`config.mk`:
```
export PLATFORM = sky130hd
export DESIGN_NAME = ddr2_app_line_cache_interface
export DESIGN_NICKNAME = d
export VERILOG_FILES = /design/src/rtl/ddr2_app_line_cache_interface.sv
export SDC_FILE = /design/constraint.sdc
export NUM_CORES = 1
export LEC_CHECK = 0
export CAP_MARGIN = 5
export CORE_UTILIZATION = 45
export CTS_CLUSTER_DIAMETER = 40
export DETAILED_ROUTE_END_ITERATION = 12
export GPL_TIMING_DRIVEN = 1
export HOLD_SLACK_MARGIN = 0.12
export PLACE_DENSITY_LB_ADDON = 0.3
export SYNTH_ARGS = -nofsm -noshare
export SYNTH_HDL_FRONTEND = slang
export SYNTH_SLANG_ARGS = --single-unit
export TNS_END_PERCENT = 100
```
`constraint.sdc`:
```
create_clock -name ui_clk_i -period 2.05 [get_ports ui_clk_i]
set_input_delay 0.41 -clock ui_clk_i [delete_from_list [all_inputs] [get_ports ui_clk_i]]
set_output_delay 0.41 -clock ui_clk_i [all_outputs]
set_load 0.03 [all_outputs]
```
`src/rtl/ddr2_app_line_cache_interface.sv`:
```
// Client front-end to the MIG app interface: narrow read/write requests mapped onto 128-bit lines
// (two 64-bit beats), with an optional one-line read cache and write-through byte-masked writes.
module ddr2_app_line_cache_interface #(
    parameter int ADDR_W      = 27,
    parameter int USER_DATA_W = 8,
    parameter int CACHE_EN    = 1
) (
    input  logic                   ui_clk_i,
    input  logic                   ui_rst_i,
    input  logic                   init_calib_complete_i,
    input  logic                   req_valid_i,
    output logic                   req_ready_o,
    input  logic                   req_we_i,
    input  logic [ADDR_W-1:0]      req_addr_i,
    input  logic [USER_DATA_W-1:0] req_wdata_i,
    output logic                   rsp_valid_o,
    output logic [USER_DATA_W-1:0] rsp_rdata_o,
    output logic                   idle_o,
    output logic [ADDR_W-1:0]      app_addr_o,
    output logic [2:0]             app_cmd_o,
    output logic                   app_en_o,
    input  logic                   app_rdy_i,
    output logic [63:0]            app_wdf_data_o,
    output logic [7:0]             app_wdf_mask_o,
    output logic                   app_wdf_wren_o,
    output logic                   app_wdf_end_o,
    input  logic                   app_wdf_rdy_i,
    input  logic [63:0]            app_rd_data_i,
    input  logic                   app_rd_data_valid_i,
    input  logic                   app_rd_data_end_i
);
    localparam int          NBYTES = USER_DATA_W / 8;
    localparam logic [15:0] BE     = 16'((1 << NBYTES) - 1);

    typedef enum logic [2:0] {
        WAIT_CALIB, IDLE, RD_CMD, RD_WAIT, RESP, WR_CMD, WR_L, WR_H
    } state_t;

    state_t                   r_state, w_state_next;
    logic [127:0]             r_line;
    logic [ADDR_W-5:0]        r_tag;
    logic                     r_line_valid;
    logic [ADDR_W-1:0]        r_addr;
    logic [USER_DATA_W-1:0]   r_wdata;
    logic                     r_rsp_valid;
    logic [USER_DATA_W-1:0]   r_rsp_rdata;

    logic [ADDR_W-1:0]        w_req_addr;
    logic [3:0]               w_req_off;
    logic [15:0]              w_req_mask;
    logic [15:0]              w_cur_mask;
    logic                     w_accept;
    logic                     w_hit;
    logic [127:0]             w_wdata_line;
    logic [127:0]             w_fill_line;

    // Sub-word address bits are dropped so every access is naturally aligned.
    assign w_req_addr   = req_addr_i & ~(ADDR_W'(NBYTES - 1));
    assign w_req_off    = w_req_addr[3:0];
    assign w_req_mask   = ~(BE << w_req_off);
    assign w_cur_mask   = ~(BE << r_addr[3:0]);
    assign w_accept     = req_valid_i && (r_state == IDLE);
    assign w_hit        = (CACHE_EN != 0) && r_line_valid && (r_tag == w_req_addr[ADDR_W-1:4]);
    assign w_wdata_line = {(128 / USER_DATA_W){req_wdata_i}};
    assign w_fill_line  = {app_rd_data_i, r_line[63:0]};

    assign req_ready_o    = (r_state == IDLE);
    assign idle_o         = (r_state == IDLE);
    assign rsp_valid_o    = r_rsp_valid;
    assign rsp_rdata_o    = r_rsp_rdata;
    assign app_addr_o     = {r_addr[ADDR_W-1:4], 4'b0000};
    assign app_wdf_data_o = {(64 / USER_DATA_W){r_wdata}};

    always_ff @(posedge ui_clk_i) begin
        if (ui_rst_i) r_state <= WAIT_CALIB;
        else          r_state <= w_state_next;
    end

    always_comb begin
        w_state_next   = r_state;
        app_en_o       = 1'b0;
        app_cmd_o      = 3'b000;
        app_wdf_wren_o = 1'b0;
        app_wdf_end_o  = 1'b0;
        app_wdf_mask_o = 8'hFF;
        case (r_state)
            WAIT_CALIB: if (init_calib_complete_i) w_state_next = IDLE;
            IDLE: begin
                if (w_accept) begin
                    if (req_we_i)    w_state_next = WR_CMD;
                    else if (!w_hit) w_state_next = RD_CMD;
                end
            end
            RD_CMD: begin
                app_en_o  = 1'b1;
                app_cmd_o = 3'b001;
                if (app_rdy_i) w_state_next = RD_WAIT;
            end
            RD_WAIT: if (app_rd_data_valid_i && app_rd_data_end_i) w_state_next = RESP;
            RESP:    w_state_next = IDLE;
            WR_CMD: begin
                app_en_o = 1'b1;
                if (app_rdy_i) w_state_next = WR_L;
            end
            WR_L: begin
                app_wdf_wren_o = 1'b1;
                app_wdf_mask_o = w_cur_mask[7:0];
                if (app_wdf_rdy_i) w_state_next = WR_H;
            end
            WR_H: begin
                app_wdf_wren_o = 1'b1;
                app_wdf_end_o  = 1'b1;
                app_wdf_mask_o = w_cur_mask[15:8];
                if (app_wdf_rdy_i) w_state_next = IDLE;
            end
            default: w_state_next = WAIT_CALIB;
        endcase
    end

    always_ff @(posedge ui_clk_i) begin
        if (ui_rst_i) begin
            r_line       <= '0;
            r_tag        <= '0;
            r_line_valid <= 1'b0;
            r_addr       <= '0;
            r_wdata      <= '0;
            r_rsp_valid  <= 1'b0;
            r_rsp_rdata  <= '0;
        end else begin
            r_rsp_valid <= 1'b0;
            if (w_accept) begin
                r_addr  <= w_req_addr;
                r_wdata <= req_wdata_i;
                if (!req_we_i && w_hit) begin
                    r_rsp_valid <= 1'b1;
                    r_rsp_rdata <= r_line[{w_req_off, 3'b000} +: USER_DATA_W];
                end
                // Write-through keeps the cached copy coherent; misses do not allocate.
                if (req_we_i && w_hit) begin
                    for (int b = 0; b < 16; b++) begin
                        if (!w_req_mask[b]) r_line[b*8 +: 8] <= w_wdata_line[b*8 +: 8];
                    end
                end
            end
            if (r_state == RD_WAIT && app_rd_data_valid_i) begin
                if (!app_rd_data_end_i) begin
                    r_line[63:0] <= app_rd_data_i;
                end else begin
                    r_line[127:64] <= app_rd_data_i;
                    r_tag          <= r_addr[ADDR_W-1:4];
                    r_line_valid   <= 1'b1;
                    r_rsp_valid    <= 1'b1;
                    r_rsp_rdata    <= w_fill_line[{r_addr[3:0], 3'b000} +: USER_DATA_W];
                end
            end
        end
    end
endmodule
```
* Yosys cells after proc, flatten, opt, wreduce, memory -nomap -nowiden *
Index checks and enable logic that the tools add are counted.

storage, ports and cells
  output and inout bits = 116
  flip-flop bits (word level) = 199
  logic and storage cells = 86
  input port bits = 108

cells by class
  muxes and demuxes = 44
  reductions and logical operators = 12
  shifts and indexed selects = 4
  bitwise operators = 2
  eq/ne operators = 16

operators with widths
  cell                                               count
  two-way mux 128 bit                                3
  variable part select 128 x 8 -> 8 bit              2
  two-way mux 8 bit                                  20
  two-way mux 64 bit                                 2
  NOT 16 bit                                         2
  left shift 1 x 4 -> 16 bit (first input constant)  2
  two-way mux 3 bit                                  9
  one-hot mux 3 bit (8 select lines)                 1
  == test 23 bit                                     1
  one-hot mux 8 bit (2 select lines)                 1
  == test 3 bit (second input constant)              4
  != test 2 bit (second input constant)              6
  two-way mux 1 bit                                  8
  AND reduction 8 bit                                1
  == test 3 x 2 -> 1 bit (second input constant)     2
  logical AND 1 bit                                  6
  OR reduction 2 bit                                 2
  == test 3 x 1 -> 1 bit (second input constant)     1
  zero test 3 bit                                    1
  != test 3 bit (second input constant)              1
  != test 2 x 1 -> 1 bit (second input constant)     1
  AND reduction 2 bit                                1
  zero test 1 bit                                    1

* Longest topological paths before layout *
  word-level depth = 7
  gate-level depth with buffers = 9
  mapped depth without buffers = 5

* Worst setup path after synthesis *
OpenSTA, ideal clock, no wires.

  kind = register to output
  start point = reg r_state[1]
  end point = out app_en_o
  required time = 1.640 ns
  buffers on the path = 1
  data arrival time = 1.717 ns
  stages on the path, launching flop included = 4
  setup slack = -0.077 ns
  cells stage by stage = dfxtp_1 clkbuf_1 nor3b_1 a21o_1

between the ends
  longest elaborated chain between the ends = 3
  elaborated cells on any way between the ends = 4
  classes of those cells = eq/ne: 2; mux: 1; reduce/logical: 1

RTL lines
  what                                                     line  RTL
  start: declaration                                       39    state_t r_state, w_state_next;
  start signal: assignment                                 76    else r_state <= w_state_next;
  == test 3 bit or == test 3 x 2 -> 1 bit (tied branches)  86    case (r_state)
  OR reduction 2 bit (no line) (*)                         n/a
  two-way mux 1 bit (*)                                    86
  end: declaration                                         21    output logic app_en_o,

Mark *: on every way between the ends. The rest lies on a longest branch, timed or not.

* Final worst setup path *
  start point = in req_addr_i[6]
  end point = reg r_line[111]

between the ends
  longest elaborated chain between the ends = 7

RTL lines
  what                            line  RTL
  start: declaration              14    input logic [ADDR_W-1:0] req_addr_i,
  == test 23 bit (*)              63    assign w_hit = (CACHE_EN != 0) && r_line_valid && (r_tag == w_req_addr[ADDR_W-1:4]);
  logical AND 1 bit (*)           63
  logical AND 1 bit (*)           139   if (req_we_i && w_hit) begin
  two-way mux 128 bit (*)         139
  two-way mux 128 bit (*)         131   if (w_accept) begin
  two-way mux 64 bit              146   if (!app_rd_data_end_i) begin
  two-way mux 128 bit (*)         145   if (r_state == RD_WAIT && app_rd_data_valid_i) begin
  end signal: indexed assignment  141   if (!w_req_mask[b]) r_line[b*8 +: 8] <= w_wdata_line[b*8 +: 8];
  end signal: assignment          149   r_line[127:64] <= app_rd_data_i;
  end: declaration                40    logic [127:0] r_line;

Marked as above.
A chain may end at the register's enable or synchronous reset.

==> flow_summary.json <==
{
  "run_status": "finished with violations",
  "failed_checks": "setup timing",
  "post_drt_wl_per_cell_um": 26.0,
  "worst_slew_pin_slew_ns": 0.635,
  "total_power_mw": 9.88,
  "port_buffers": 217,
  "hold_path_class": "input pin to flop",
  "final_layout_size_suffix_gt1_share_pct": 30.6,
  "syn_area_um2": 11800,
  "detailedRoute.firstPassIterationCount": 6,
  "fp.dieH_um": 164,
  "multiInputGateArea_um2": 7440,
  "share_clk_of_total_power_pct": 34.1,
  "fp.coreArea_um2": 25400,
  "grt_pass1_vias": 11900,
  "cts-buffers-inserted": 17,
  "post_synth_inst_count": 1333,
  "fin_skew_ns": 0.0161,
  "power.share.switching_pct": 33.0,
  "seqCellArea_um2": 4000,
  "post-route-worst-setup-slack_ns": -0.190,
  "min_period_over_period_pct": 109,
  "p_comb_share_pct": 24.4,
  "start_util_pct": 46.4,
  "critPathMaxStageDelay_ns": 0.50,
  "detailedPlace.worstSlack_ns": -0.676,
  "num_rows": 58,
  "fp.dieW_um": 164,
  "routed_via_density": 6.61,
  "n_fill_cell": 1864,
  "synth-edff-count": 0,
  "clock.fmax_ghz": 0.446,
  "regToRegSetupSlack_ns": -0.14,
  "share_of_flip_flops_with_an_asynchronous_set_or_reset_pct": 0,
  "p_leak_nw": 6.91,
  "hold-path-cell-count": 3,
  "synthesized_area_per_cell_um2": 8.83,
  "netlist.top_cell.by_area": "sky130_fd_sc_hd__dfxtp_1",
  "startpoint": "req_addr_i[6]",
  "synth.distinct_cells": 50,
  "critPathRequiredTime_ns": 2.42,
  "antenna_left": 0,
  "cts_num_sinks": 199,
  "layout.cells.most_common": "sky130_fd_sc_hd__nand2_1",
  "grt_setup_unrepaired": "yes",
  "mostFrequentLayoutCells": "sky130_fd_sc_hd__nand2_1, sky130_fd_sc_hd__dfxtp_1, sky130_fd_sc_hd__buf_4",
  "gp_congestion": 0.976,
  "power_density_nw_per_um2": 570,
  "worst-r2r-cell-count": 9,
  "synth.yosys.seq_area_share_pct": 33.8,
  "clock_tree.htree_level_count": 4,
  "cts_tree": "done",
  "seqPwrFrac_pct": 41.5,
  "ys_top_cells_by_area": "sky130_fd_sc_hd__dfxtp_1, sky130_fd_sc_hd__mux4_2, sky130_fd_sc_hd__nand2_1",
  "critical_path.slowest_cell": "sky130_fd_sc_hd__clkdlybuf4s50_1",
  "detail_route.wirelength_um": 50500,
  "synth.ff_latch_count": 199,
  "layout.core_utilization_pct": 68.2,
  "worst_r2r_endpoint": "r_line[111]",
  "timing.final.crit_period_ns": 2.24,
  "cp_cell_instances": "clkdlybuf4s50_1 -> xor2_2 -> nor4_4 -> nand4_4 -> buf_12 -> buf_12 -> buf_16 -> or4_1 -> o211ai_1",
  "max_cap_viol_count": 0,
  "timing.final.max_slew_violations": 0,
  "critical-path-top-cell-by-count": "sky130_fd_sc_hd__buf_12",
  "hold_end": "r_addr[18]",
  "cts_root_buffer": "sky130_fd_sc_hd__clkbuf_16",
  "critical_path.startpoint_type": "input pin",
  "layout.nets": 1707,
  "critPathKind": "input pin to flop",
  "end_kind": "flop",
  "synth_warnings": 0,
  "routed-via-count": 12800,
  "clk_latency_ns": 0.45,
  "synth_top_cell_area_share_pct": 33.8,
  "antenna_found_initial": 3,
  "cellInternalPower_mw": 6.62,
  "drc_errors": 0,
  "critical_path_arrival_ns": 2.61,
  "num_io_pins": 224,
  "vdd_ir_drop_max_mv": 0.518,
  "area_growth_pct": 47.2,
  "max-slew-margin-rel_pct": 57.7,
  "postSynth.topFlopCell": "sky130_fd_sc_hd__dfxtp_1",
  "fp.dieArea_um2": 26800,
  "drtIter0Drc": 2085,
  "holdCritStartpoint": "req_addr_i[18]",
  "cts_buffer_depth": 2,
  "grt_first_pass_wirelength_um": 70500,
  "hold_vio_cnt_final": 0,
  "gr-usage-all-layers_pct": 35.2,
  "timing.critical_path.fanout_max": 9,
  "place.detailed.hpwl_um": 32500,
  "grt_max_degree": 62,
  "finalSetupViolCount": 136,
  "global_route.overflow_total": 0,
  "worstReg2RegStart": "r_tag[4]",
  "power.net_switching_mw": 3.26,
  "clock_pin_slew_reported_for_the_worst_setup_and_hold_paths_after_clock_tree_synthesis_ns": 0.08
}
-- registers in the layout, summed over array words and instances, names as in the netlist --
signal	count
r_state	3
rsp_rdata_o	8
r_wdata	8
r_tag	23
r_addr	27
r_line	128
r_line_valid	1
rsp_valid_o	1
-- synthesized netlist by cell type, types with 28 or more instances --
cell / n
sky130_fd_sc_hd__a21oi_1: 62
sky130_fd_sc_hd__dfxtp_1: 199
sky130_fd_sc_hd__mux4_2: 72
sky130_fd_sc_hd__buf_2: 30
sky130_fd_sc_hd__o211ai_1: 65
sky130_fd_sc_hd__or4_1: 64
sky130_fd_sc_hd__nand2_1: 327
sky130_fd_sc_hd__nor2_1: 28
sky130_fd_sc_hd__a221o_1: 64
sky130_fd_sc_hd__clkbuf_1: 61
sky130_fd_sc_hd__a31oi_1: 65
sky130_fd_sc_hd__buf_4: 102
-- through the flow --
step	cell area, µm²	TNS, ns	instances	hold WS (ns)
after CTS	16300	-4.63	1933	0.363
after global routing	17300	-19.45	1942	0.384
after floorplan	11800	-0.0101	1338	0.436
after global placement	15100	-84.23	1882	0.447
after detailed placement	15100	-85.94	1882	0.459
final	17300	-14.12	1944	0.375
-- worst max-delay path by stage --
stage | endpoint | cells after the start | slack, ns
floorplan | req_ready_o | 4 | -0.01
global placement | r_line[46] | 7 | -0.67
detailed placement | r_line[124] | 7 | -0.68
CTS | r_line[111] | 9 | -0.12
global route | r_line[127] | 9 | -0.25
finish | r_line[111] | 9 | -0.19
-- metal layers --
| metal | share of wire (%) | up-vias | global-route usage, % |
|---|---|---|---|
| li1 | - | 5396 | - |
| met1 | 35 | 6079 | 43.7 |
| met2 | 45 | 1082 | 55.3 |
| met3 | 12 | 290 | 8.21 |
| met4 | 8.4 | 2 | 21.4 |
| met5 | 0.049 | - | 0 |
-- what timing repair did --
item                       4_1_cts  5_1_grt
setup buffers                    7        4
resized for setup              133      174
hold buffers                     0        0
pin swaps                       42       37
setup endpoints to repair      208      184
cloned                          12        7
-- layout make-up --
type | count | share of cell area [%]
inverters | 4 | 0.0866
diodes | 2 | 0.0289
clock buffers | 18 | 2.48
multi-input cells | 919 | 42.9
well taps | 330 | 2.38
flip-flops and latches | 199 | 23.1
repair buffers | 458 | 28.2
clock inverters | 14 | 0.772
-- power groups by stage --
stage / registers [mW] / clock network (mW) / logic, mW
after floorplan: 4.18 / 0 / 1.36
after global placement: 4.17 / 0 / 2.31
final: 4.10 / 3.37 / 2.41
after CTS: 4.09 / 3.36 / 2.32
after detailed placement: 4.18 / 0 / 2.33
after global routing: 4.11 / 3.51 / 2.50
-- cells by family (layout without fill, tap and decap cells) --
kind of cell	count (synthesis)	in the layout	share of synthesized area (%)
and+or+nand+nor	523	523	21.6
DFF	199	199	33.8
muxes	77	77	14.2
other	1	8	0.0319
xor gates and xnor gates	22	22	1.64
AOI/OAI and AO/OA	291	291	18.1
buffers and inverters	220	494	10.6
-- critical path: cells and delay by family --
family | cells | cell delay [ns]
AND/OR/NAND/NOR | 3 | 0.85
buffers and inverters | 4 | 0.98
XOR/XNOR | 1 | 0.25
AO/OA/AOI/OAI | 1 | 0.10
No activity file was read; power rests on OpenSTA's default activity.
